**config.mk**
```make
export PLATFORM = sky130hd
export DESIGN_NAME = serial_adder_fsm
export DESIGN_NICKNAME = d
export VERILOG_FILES = /design/src/rtl/serial_adder_fsm.sv
export SDC_FILE = /design/constraint.sdc
export NUM_CORES = 1
export LEC_CHECK = 0
export BUFFER_PORTS_ARGS = -buffer_cell sky130_fd_sc_hd__buf_2
export CAP_MARGIN = 25
export CORE_AREA = 3 3 64 66
export CTS_CLUSTER_DIAMETER = 100
export DETAILED_ROUTE_END_ITERATION = 6
export DIE_AREA = 0 0 67 69
export PLACE_DENSITY = 0.8
export SETUP_SLACK_MARGIN = 0.05
export SLEW_MARGIN = 25
export SYNTH_ARGS = -nofsm -noshare
export SYNTH_HDL_FRONTEND = slang
export SYNTH_SLANG_ARGS = --single-unit
```
**constraint.sdc**
```tcl
create_clock -name clk -period 2.7 [get_ports clk]
set_clock_uncertainty 0.2 [all_clocks]
set_input_delay 0.54 -clock clk [delete_from_list [all_inputs] [get_ports clk]]
set_output_delay 0.54 -clock clk [all_outputs]
set_load 0.03 [all_outputs]
```
**src/rtl/serial_adder_fsm.sv**
```systemverilog
// Bit-serial adder: one full-adder cell plus a registered carry, stepped LSB
// first over WIDTH bits. Results are registered and held until the next add completes.
module serial_adder_fsm #(
  parameter int WIDTH = 8
) (
  input  logic             clk,
  input  logic             rst_n,
  input  logic             start,
  input  logic [WIDTH-1:0] a,
  input  logic [WIDTH-1:0] b,
  input  logic             carry_in,
  output logic             busy,
  output logic             done,
  output logic [WIDTH-1:0] sum,
  output logic             carry_out
);

  localparam int CW = (WIDTH > 1) ? $clog2(WIDTH) : 1;
  localparam logic [CW-1:0] LAST = CW'(WIDTH - 1);

  typedef enum logic [1:0] {
    IDLE = 2'd0,
    RUN  = 2'd1,
    DONE = 2'd2
  } state_t;

  state_t          state;
  logic [WIDTH-1:0] op_a;
  logic [WIDTH-1:0] op_b;
  logic [WIDTH-1:0] acc;
  logic             c;
  logic [CW-1:0]    cnt;

  logic fa_sum;
  logic fa_carry;

  // The single full-adder cell, always fed by the current LSBs and stored carry.
  assign fa_sum   = op_a[0] ^ op_b[0] ^ c;
  assign fa_carry = (op_a[0] & op_b[0]) | (op_a[0] & c) | (op_b[0] & c);

  always_ff @(posedge clk or negedge rst_n) begin
    if (!rst_n) begin
      state     <= IDLE;
      op_a      <= '0;
      op_b      <= '0;
      acc       <= '0;
      c         <= 1'b0;
      cnt       <= '0;
      busy      <= 1'b0;
      done      <= 1'b0;
      sum       <= '0;
      carry_out <= 1'b0;
    end else begin
      case (state)
        IDLE: begin
          if (start) begin
            op_a  <= a;
            op_b  <= b;
            c     <= carry_in;
            cnt   <= '0;
            state <= RUN;
            busy  <= 1'b1;
          end
        end
        RUN: begin
          c    <= fa_carry;
          op_a <= op_a >> 1;
          op_b <= op_b >> 1;
          acc  <= {fa_sum, acc[WIDTH-1:1]};
          cnt  <= cnt + 1'b1;
          // Final bit: publish the whole word directly, bypassing acc.
          if (cnt == LAST) begin
            sum       <= {fa_sum, acc[WIDTH-1:1]};
            carry_out <= fa_carry;
            state     <= DONE;
            done      <= 1'b1;
          end
        end
        DONE: begin
          state <= IDLE;
          busy  <= 1'b0;
          done  <= 1'b0;
        end
        default: begin
          state <= IDLE;
          busy  <= 1'b0;
          done  <= 1'b0;
        end
      endcase
    end
  end

endmodule

```
==> flow_summary.ini <==
[die]
core_region_area_um2 = 3630
start_util = 0.483
die_height_um = 69
boundaryPins = 31
fp.dieArea_um2 = 4620
die_w_um = 67
rows = 22

[cts]
cts_root_buf = clkbuf_8
clock_tree.buffer_depth = 2
hold_buffers = 0
clock_latency_ns = 0.29
cts-buffers-inserted = 5
cts_tree = built
htreeDepth = 2
post_cts_resized = 0
post_cts_buffers = 0
clkTransAtPathRegs_ns = 0.07
cts_num_sinks = 40

[drt]
vias = 1264
via_per_inst = 5.52
drtIter0Drc = 64
wl_per_cell_um = 14.4
firstDrtPassIters = 4
routed_wl_um = 3300
detail-route-antenna-nets = 0
drc = 0

[pwr]
ir_drop_mv = 0.532
power_density_nw_per_um2 = 1230
power_w = 0.00244
p_leak_nw = 0.965

[layout]
layout-drive-gt1-share = 0.276
multi_input_area_um2 = 663
num_antenna_cells = 0
area_growth_pct = 12.6
finalNetCount = 203
fill_cells = 337
final-seq-area_um2 = 1000

[global_route]
overflow = 0
grt.total_usage = 0.158
grt_max_degree = 41
grt_pass1_wl_um = 5660
antenna_found_initial = 0
grt_pass1_vias = 1226

[synthesis]
synth-seq-area-share = 0.570
ys_warn_count = 0
synth.distinct_cells = 21
synth_seq_cells = 40
synthCells = 153
syn-num-nets = 176
syn_avg_cell_area_um2 = 11.5
synthesis.area_um2 = 1760

[outcome]
status = complete, no violations

[timing]
finalHoldViolCount = 0
fmax_mhz = 543
report.final.slew_viol_count = 0
rsz0062_at_grt = false
worst_slew_pin_slew_ns = 0.870
post-route-min-period_ns = 1.84
setup_violations = 0
max-slew-margin-rel = 0.420
fin_crit_sh = 0.682
fin_setup_tns_ns = 0

[setup_path]
ff2ff_path_depth = 3
end_kind = flip-flop
critPathLaunch = state[1]
cp_slowest_stage_delay_ns = 0.68
critPathKind = flip-flop to flip-flop
start_kind = flip-flop
crit_end = op_a[1]
required_ns = 2.71
crit_chain = nand2b_1, o22ai_1, a21oi_1
reg2reg_slack_ns = 0.86
slowest_stage = nand2b_1
reg2reg_to = op_a[1]
r2r-start = state[1]
cp.arrival_ns = 1.85
path_max_fanout = 23

[min_path]
hp-class = primary input to async pin

[flow_run]
maxCapViolCount = 0

[placed_design]
io_buffers = 30
place_hpwl_um = 2260
gp_congestion = 0.750
metal layers:
metal,global-route usage,vias up,share of wire
met4,0.0541,0,0.0088
met3,0.0440,3,0.067
li1,-,616,-
met1,0.225,604,0.45
met2,0.230,41,0.47
met5,0,-,0
critical path: cells and delay by family (launching register included):
family | cells | cell delay, ns
and+or+nand+nor | 1 | 0.68
DFF | 1 | 0.53
AOI/OAI and AO/OA | 2 | 0.36
worst min path at each step:
stage	from	endpoint	slack [ns]	cells after the start
floorplan	rst_n	acc[1]	0.04	0
global placement	acc[1]	acc[1]	0.27	2
detailed placement	acc[1]	acc[1]	0.28	2
CTS	rst_n	acc[2]	0.19	1
global route	rst_n	acc[2]	0.22	1
finish	rst_n	acc[2]	0.17	1
flip-flops by register name, indices dropped and copies added, names as in the netlist, 2 cells and up:
register	count
op_a	8
state	2
cnt	3
sum	8
op_b	8
acc	7
where the power goes:
| part | switching [W] | leakage [nW] | internal, W |
|---|---|---|---|
| sequential | 0.000209 | 0.482 | 0.000878 |
| clock | 0.000197 | 0.0510 | 0.000204 |
| combinational | 0.000547 | 0.431 | 0.000406 |
| total | 0.000953 | 0.965 | 0.00149 |
synth_stat cells:
master / n / area, um^2
nand2_8: 1 / 20.0
o22ai_1: 30 / 188
a21oi_1: 18 / 90.1
dfrtp_1: 40 / 1000
fa_1: 1 / 20.0
nand2b_1: 1 / 6.26
buf_2: 4 / 20.0
buf_6: 2 / 22.5
clkbuf_1: 1 / 3.75
ha_1: 2 / 25.0
nor2b_4: 1 / 13.8
o21ai_0: 7 / 35.0
mux2_4: 9 / 135
a22o_1: 2 / 17.5
nor2b_1: 1 / 6.26
inv_1: 3 / 11.3
nand2b_2: 1 / 8.76
nand2_1: 23 / 86.3
nor2_1: 3 / 11.3
buf_12: 1 / 20.0
buf_4: 2 / 15.0
cell type report:
class                      instances  area share
clock buffer                       6      0.0417
clock inverter                     2     0.00506
inverter                           3     0.00569
multi-input combinational        100       0.335
sequential                        40       0.506
tap                               48      0.0304
timing repair buffer              30      0.0759
through the flow:
step	util	setup WS, ns	hold slack [ns]	cell area, um^2	cells
after CTS	0.544	0.882	0.189	1980	229
after detailed placement	0.519	0.882	0.280	1890	221
after global placement	0.519	0.934	0.271	1890	221
after global routing	0.544	0.721	0.221	1980	229
after floorplan	-	1.14	0.0444	1760	153
final	0.544	0.859	0.167	1980	229
logic make-up after synthesis:
family	Yosys count	synth area share
adders and majority gates	3	0.0256
buffers and inverters	13	0.0527
DFF	40	0.570
AOI/OAI and AO/OA	57	0.188
muxes	9	0.0769
and+or+nand+nor	31	0.0869
placed cells by master, fill, tap and decap left out, drive strengths merged:
| cell type | instances |
|---|---|
| dfrtp | 40 |
| o22ai | 30 |
| buf | 30 |
| nand2 | 24 |
| a21oi | 18 |
| mux2 | 9 |
| o21ai | 7 |
| clkbuf | 6 |
| inv | 3 |
| nor2 | 3 |
| a22o | 2 |
| ha | 2 |
| clkinv | 2 |
| nor2b | 2 |
| nand2b | 2 |
| fa | 1 |
Note: power is estimated with default switching activity, not from simulation.
